<file path="config.mk">
export PLATFORM = sky130hd
export DESIGN_NAME = right_rotator_32
export DESIGN_NICKNAME = d
export VERILOG_FILES = /design/src/rtl/right_rotator_32.sv
export SDC_FILE = /design/constraint.sdc
export NUM_CORES = 1
export LEC_CHECK = 0
export ABC_AREA = 1
export CAP_MARGIN = 10
export CORE_UTILIZATION = 55
export DETAILED_ROUTE_END_ITERATION = 8
export MAX_ROUTING_LAYER = met4
export PLACE_DENSITY = 0.91
export REMOVE_ABC_BUFFERS = 1
export SYNTH_ARGS = -nofsm -noshare
export SYNTH_HDL_FRONTEND = slang
export SYNTH_SLANG_ARGS = --single-unit
</file>
<file path="constraint.sdc">
create_clock -name clk -period 2.09 [get_ports clk]
set_input_delay 0.418 -clock clk [delete_from_list [all_inputs] [get_ports clk]]
set_output_delay 0.418 -clock clk [all_outputs]
set_load 0.1 [all_outputs]
</file>
<file path="src/rtl/right_rotator_32.sv">
// Registered 32-bit right rotator (log-shifter: 1/2/4/8/16) with a valid tag, used for SHA-256 ROTR.
// Latency 1 clock (2 with RR_STAGE_PIPE_EN: extra register between the 4- and 8-rotate stages); no backpressure.
module right_rotator_32 #(
    parameter int WIDTH = 32,
    parameter int AMT_W = 5
) (
    input  logic             clk,
    input  logic             reset,
    input  logic             in_valid,
    input  logic [WIDTH-1:0] in,
    input  logic [AMT_W-1:0] rotate_amt,
    output logic [WIDTH-1:0] out,
    output logic             out_valid
);

    localparam int SPLIT = 3;

    function automatic logic [WIDTH-1:0] rotr_pow2(input logic [WIDTH-1:0] x, input int s);
        return (x >> (1 << s)) | (x << (WIDTH - (1 << s)));
    endfunction

    logic [WIDTH-1:0]       lo_stg [0:SPLIT];
    logic [WIDTH-1:0]       hi_stg [SPLIT:AMT_W];
    logic [WIDTH-1:0]       mid_dat;
    logic [AMT_W-1:SPLIT]   mid_amt;
    logic                   mid_vld;
    logic [WIDTH-1:0]       out_d, out_q;
    logic                   out_valid_d, out_valid_q;

    always_comb begin
        lo_stg[0] = in;
        for (int s = 0; s < SPLIT; s++) begin
            lo_stg[s+1] = rotate_amt[s] ? rotr_pow2(lo_stg[s], s) : lo_stg[s];
        end
    end

`ifdef RR_STAGE_PIPE_EN
    logic [WIDTH-1:0]     mid_dat_d, mid_dat_q;
    logic [AMT_W-1:SPLIT] mid_amt_d, mid_amt_q;
    logic                 mid_vld_d, mid_vld_q;

    always_comb begin
        mid_vld_d = in_valid;
        mid_dat_d = mid_dat_q;
        mid_amt_d = mid_amt_q;
        if (in_valid) begin
            mid_dat_d = lo_stg[SPLIT];
            mid_amt_d = rotate_amt[AMT_W-1:SPLIT];
        end
    end

    always_ff @(posedge clk) begin
        if (reset) begin
            mid_dat_q <= '0;
            mid_amt_q <= '0;
            mid_vld_q <= 1'b0;
        end else begin
            mid_dat_q <= mid_dat_d;
            mid_amt_q <= mid_amt_d;
            mid_vld_q <= mid_vld_d;
        end
    end

    assign mid_dat = mid_dat_q;
    assign mid_amt = mid_amt_q;
    assign mid_vld = mid_vld_q;
`else
    assign mid_dat = lo_stg[SPLIT];
    assign mid_amt = rotate_amt[AMT_W-1:SPLIT];
    assign mid_vld = in_valid;
`endif

    always_comb begin
        hi_stg[SPLIT] = mid_dat;
        for (int s = SPLIT; s < AMT_W; s++) begin
            hi_stg[s+1] = mid_amt[s] ? rotr_pow2(hi_stg[s], s) : hi_stg[s];
        end
    end

    // Result register holds its value across idle cycles.
    always_comb begin
        out_valid_d = mid_vld;
        out_d       = mid_vld ? hi_stg[AMT_W] : out_q;
    end

    always_ff @(posedge clk) begin
        if (reset) begin
            out_q       <= '0;
            out_valid_q <= 1'b0;
        end else begin
            out_q       <= out_d;
            out_valid_q <= out_valid_d;
        end
    end

    assign out       = out_q;
    assign out_valid = out_valid_q;

endmodule

</file>
==> results.cfg, run 1 <==
[status]
status = complete, no violations

[critical_path]
r2r-end = out[28]
crit_top_cell = nand3_1
r2r_cells = 2
start_kind = input port
slowest_delay_ns = 0.40
path_cells = clkdlybuf4s50_1, buf_4, inv_8, nand2_1, nand3_1, nand3_1, nand3_1, nand2_1, nand2_1, nand3_1, a21oi_1
worst-path-buf-inv = 3
arrival_ns = 2.09
reg2reg_slack_ns = 1.45
crit_start = rotate_amt[0]
path_class = in2reg
timing.rr.start = out[28]
cp_max_fo = 32
endpoint_kind = flip-flop
worstPathRequired_ns = 2.32
path_delay_family = buffers and inverters
crit_slowest_cell = clkdlybuf4s50_1

[power]
clockPowerShare_pct = 20.1
power.leakage_nw = 1.85
ir_drop_mv = 0.391
swShare_pct = 46.8
comb_power_share_pct = 50.1
seqPwrFrac_pct = 29.8
switchingPower_w = 0.00111
finalPower_w = 0.00237
internal_power_w = 0.00126
pwr_density_cell_nw_per_um2 = 597

[global_route]
track_usage_pct = 32.2
grt_antenna_before_repair = 0
grt_overflow = 0
grt_pass1_wl_mm = 15.5
grt_pass1_vias = 3459
grt_max_degree = 34

[final_layout]
layout.nets = 624
multi_input_area_um2 = 2280
register_area_um2 = 661
layout-drive-gt1-share_pct = 20.5
final_area_um2 = 3970
num_antenna_cells = 0
final_util_pct = 70.8
n_fill_cell = 544
fin_cells = 657
synthToLayoutAreaGrowth_pct = 21.9

[cts]
cts_setup_buffers = 0
htreeDepth = 2
root_buffer = clkbuf_8
cts-buffers-inserted = 5
cts.clk_slew.worst_paths_ns = 0.07
clk_latency_ns = 0.29
cts_tree = done
cts-hold-fix-buffers = 0
cts_sinks = 33
cts_buffer_depth = 2
cts_resized = 0

[detailed_routing]
firstDrtPassIters = 5
wl_mm = 9.66
drcViolationCount = 0
dr_total_vias = 3842
ant_nets = 0
drt_iter0_drc = 196
wire_per_inst_um = 14.7
via_per_inst = 5.85

[synthesis]
syn_area_per_cell_um2 = 6.10
ys_top_cells_by_count = nand3_1, nand2_1, dfxtp_1
synth_largest_area_cell = nand3_1
synth_seq_cells = 33
async_flop_share_pct = 0
ys.flop_type = dfxtp_1
yosys.area.top_type_share_pct = 29.8
synth_cells = 534
synth_area_leaders = nand3_1, dfxtp_1, nand2_1, nand3_2, a21oi_1
syn-cell-area_um2 = 3260
synth_most_common_cell = nand3_1
seq_area_frac_synth_pct = 20.3
ys_warn_count = 0
synth_edf_count = 0
synth_cell_types = 17

[floorplanning]
start_util_pct = 58.1
dieWidth_um = 79.0
die_h_um = 79.0
core_um2 = 5610
dieArea_um2 = 6240
num_rows = 27
ios = 73

[place]
portBuffers = 72
place_area_um2 = 3890
dp.final_hpwl_mm = 7.61
dp.cells = 649
gp_congestion = 0.946

[sta]
max_slew_margin_pct = 77.6
tightest_slew_ns = 0.336
finalCriticalPeriod_ns = 1.86
post-route-period-util_pct = 89.1
rsz0062_at_grt = no
fmax_mhz = 537
hold_viol = 0
fin_skew_ns = 0
final_max_slew_viol_count = 0
setup_viol = 0

[hold_path]
min_from = out[6]
min_to = out[6]
hold_depth = 2
min_path_type = reg2reg

[job]
max_cap_viol_count = 0
-- power groups by stage --
| stage | combinational (W) | sequential (W) | clock [W] |
|---|---|---|---|
| 6_report | 0.00119 | 0.000706 | 0.000477 |
| 5_1_grt | 0.00128 | 0.000711 | 0.000511 |
| 4_1_cts | 0.00119 | 0.000707 | 0.000486 |
| 3_5_place_dp | 0.00118 | 0.000720 | 0 |
| 3_3_place_gp | 0.00117 | 0.000718 | 0 |
| 2_1_floorplan | 0.000436 | 0.00109 | 0 |
-- worst max path at each step --
stage	endpoint	slack, ns	depth (start not counted)
6_report	out[19]	0.23	11
5_1_grt	out[24]	0.06	11
4_1_cts	out[19]	0.25	11
3_5_place_dp	out[19]	-0.05	11
3_3_place_gp	out[19]	-0.02	11
2_1_floorplan	out[25]	0.58	8
-- worst register-to-register path: stages (launching register included) --
cell     delay [ns]
dfxtp_1        0.34
nand2_1        0.06
a21oi_1        0.17
-- per-stage QoR --
step / setup TNS, ns / setup slack, ns / hold WS, ns
finish: 0 / 0.228 / 0.466
floorplan: 0 / 0.577 / 0.487
CTS: 0 / 0.250 / 0.468
detailed placement: -0.567 / -0.0533 / 0.457
global route: 0 / 0.0594 / 0.478
global placement: -0.0546 / -0.0218 / 0.453
-- routing by layer --
metal,track usage (%),wire length [um],up-vias
li1,-,-,1911
met1,35.4,4010,1766
met2,56.6,4900,134
met3,5.06,408,31
met4,15.1,350,0
met5,-,0,-
-- logic make-up (layout without fill, tap and decap cells) --
group,Yosys count,count (layout),share of synthesized area (%)
buffers and inverters,52,103,9.75
AND/OR/NAND/NOR,417,417,65.1
AO/OA/AOI/OAI,32,32,4.91
flip-flops,33,33,20.3
-- registers in the layout, indices dropped and copies added, names as in the netlist --
| register | count |
|---|---|
| out_valid | 1 |
| out | 32 |
-- layout make-up --
cell class                      count  share of cell area [%]
Clock inverter                      2                   0.252
Inverter                            6                   0.756
Clock buffer                        6                    1.83
Sequential cell                    33                    16.6
Multi-Input combinational cell    449                    57.4
Timing Repair Buffer               89                    20.9
Tap cell                           72                    2.27
-- cells in the final DEF, fill, tap and decap left out --
| master | n |
|---|---|
| nand3_1 | 194 |
| nand2_1 | 162 |
| buf_4 | 45 |
| clkdlybuf4s50_1 | 39 |
| dfxtp_1 | 33 |
| a21oi_1 | 32 |
| nand3_2 | 30 |
| nand2_2 | 20 |
| nand2_4 | 10 |
| clkbuf_8 | 5 |
| buf_12 | 5 |
| inv_1 | 3 |
| inv_2 | 2 |
| clkinv_2 | 2 |
| inv_8 | 1 |
| nor2_1 | 1 |
| clkbuf_1 | 1 |
Power figures use the tool's default switching activity.
==> run 2: changes to the inputs <==
--- a/config.mk
+++ b/config.mk
@@ -7,6 +7,7 @@
 export LEC_CHECK = 0
 export ABC_AREA = 1
 export CAP_MARGIN = 10
+export CORE_MARGIN = 3
 export CORE_UTILIZATION = 55
 export DETAILED_ROUTE_END_ITERATION = 8
 export MAX_ROUTING_LAYER = met4
==> run 2 against run 1 <==
Effect of this change:
- final area up 1.2%
- die area grew 10%
- worst setup slack lost 0.064 ns
- first-iteration DRC count rose by 0.51%
- critical path depth did not move
- hold slack got worse by 0.0016 ns
- total power rose by 1.2%
- count of clock-buffer cells in the layout increased by 1
- combinational power is essentially flat
- critical path type unchanged
==> results.cfg, run 2 (synthesis gave the netlist of run 1 again) <==
[status]
status = complete, no violations

[critical_path]
path_cells = clkdlybuf4s50_1, buf_12, inv_8, nand2_1, nand3_1, nand3_1, nand3_1, nand2_1, nand2_1, nand3_1, a21oi_1
start_kind = input port
worst-path-buf-inv = 3
r2r_cells = 2
timing.rr.start = out[12]
crit_top_cell = nand3_1
path_class = in2reg
crit_slowest_cell = clkdlybuf4s50_1
worstPathRequired_ns = 2.31
slowest_delay_ns = 0.46
path_delay_family = buffers and inverters
r2r-end = out[12]
endpoint_kind = flip-flop
arrival_ns = 2.14
reg2reg_slack_ns = 1.46
cp_max_fo = 32

[cts]
cts_sinks = 33
cts_tree = done
htreeDepth = 2
cts-hold-fix-buffers = 0
cts.clk_slew.worst_paths_ns = 0.07
cts_buffer_depth = 2
root_buffer = clkbuf_8
cts_setup_buffers = 0
cts_resized = 0
clk_latency_ns = 0.28
cts-buffers-inserted = 5

[final_layout]
largest_reg_flops = 32
multi_input_area_um2 = 2280
synthToLayoutAreaGrowth_pct = 23.3
layout-drive-gt1-share_pct = 20.9
register_area_um2 = 661
fin_cells = 660
layout.nets = 628
layout_common_cells = nand3_1, nand2_1, buf_4
final_common_cell = nand3_1
n_fill_cell = 511
num_antenna_cells = 0

[global_route]
grt_antenna_before_repair = 0
grt_pass1_vias = 3632
grt_overflow = 0
track_usage_pct = 29.6
grt_max_degree = 34
grt_pass1_wl_mm = 16.8

[sta]
post-route-period-util_pct = 92.1
fin_skew_ns = 0
finalCriticalPeriod_ns = 1.93
hold_viol = 0
rsz0062_at_grt = no
hold_ws_ns = 0.464
final_max_slew_viol_count = 0
tightest_slew_ns = 0.341
layout_setup_ws_ns = 0.164
max_slew_margin_pct = 77.3
fmax_mhz = 519
setup_viol = 0

[hold_path]
hold_depth = 2
min_to = out[8]
min_path_type = reg2reg
min_from = out[8]

[place]
dp.cells = 653
dp.final_hpwl_mm = 7.68
pre_cts_slack_ns = -0.108
gp_congestion = 0.942
portBuffers = 72

[detailed_routing]
wire_per_inst_um = 15.0
via_per_inst = 5.84
firstDrtPassIters = 5
drcViolationCount = 0
drt_iter0_drc = 197
dr_total_vias = 3856
wl_mm = 9.88
ant_nets = 0

[power]
clockPowerShare_pct = 20.6
seqPwrFrac_pct = 29.4
internal_power_w = 0.00130
comb_power_share_pct = 50.0
ir_drop_mv = 0.359
switchingPower_w = 0.00110
swShare_pct = 45.8
power.leakage_nw = 1.88
pwr_density_cell_nw_per_um2 = 598

[floorplanning]
start_util_pct = 58.1
dieWidth_um = 83.0
dieArea_um2 = 6890
die_h_um = 83.0
ios = 73
core_um2 = 5610
num_rows = 27

[job]
max_cap_viol_count = 0
-- run 2: final cells by class --
class                           count  share of cell area (%)
Timing Repair Buffer               93                    21.7
Clock buffer                        7                    2.15
Inverter                            6                   0.747
Multi-Input combinational cell    449                    56.8
Tap cell                           72                    2.24
Sequential cell                    33                    16.4
-- run 2: stage by stage --
stage | util (%) | total power, W | setup TNS [ns] | instance area, um^2
2_1_floorplan | - | 0.00152 | 0 | 2970
3_3_place_gp | 70.1 | 0.00190 | -0.649 | 3930
3_5_place_dp | 70.1 | 0.00191 | -2.07 | 3930
4_1_cts | 71.7 | 0.00240 | 0 | 4020
5_1_grt | 71.7 | 0.00254 | 0 | 4020
6_report | 71.7 | 0.00240 | 0 | 4020
-- run 2: worst register-to-register path, cell delays in order (launching register included) --
cell     delay, ns
dfxtp_1       0.34
nand2_1       0.05
a21oi_1       0.17
-- run 2: how the worst max path moves through the flow --
stage / startpoint / end / slack, ns / cells past startpoint
floorplan: rotate_amt[1] / out[25] / 0.58 / 8
global placement: rotate_amt[0] / out[3] / -0.06 / 11
detailed placement: rotate_amt[0] / out[19] / -0.11 / 11
CTS: rotate_amt[0] / out[19] / 0.19 / 11
global route: rotate_amt[0] / out[31] / 0.01 / 11
finish: rotate_amt[0] / out[19] / 0.16 / 11
-- run 2: power groups by stage --
stage	clock, W	combinational (W)	sequential [W]
final	0.000495	0.00120	0.000706
after global routing	0.000538	0.00129	0.000713
after CTS	0.000500	0.00119	0.000706
after detailed placement	0	0.00119	0.000720
after global placement	0	0.00118	0.000718
after floorplan	0	0.000436	0.00109
-- run 2: routing by layer --
layer | wire (um) | GRT usage [%]
met1 | 4080 | 33.5
met4 | 199 | 7.43
met3 | 470 | 4.27
met2 | 5130 | 54.5
met5 | 0 | -
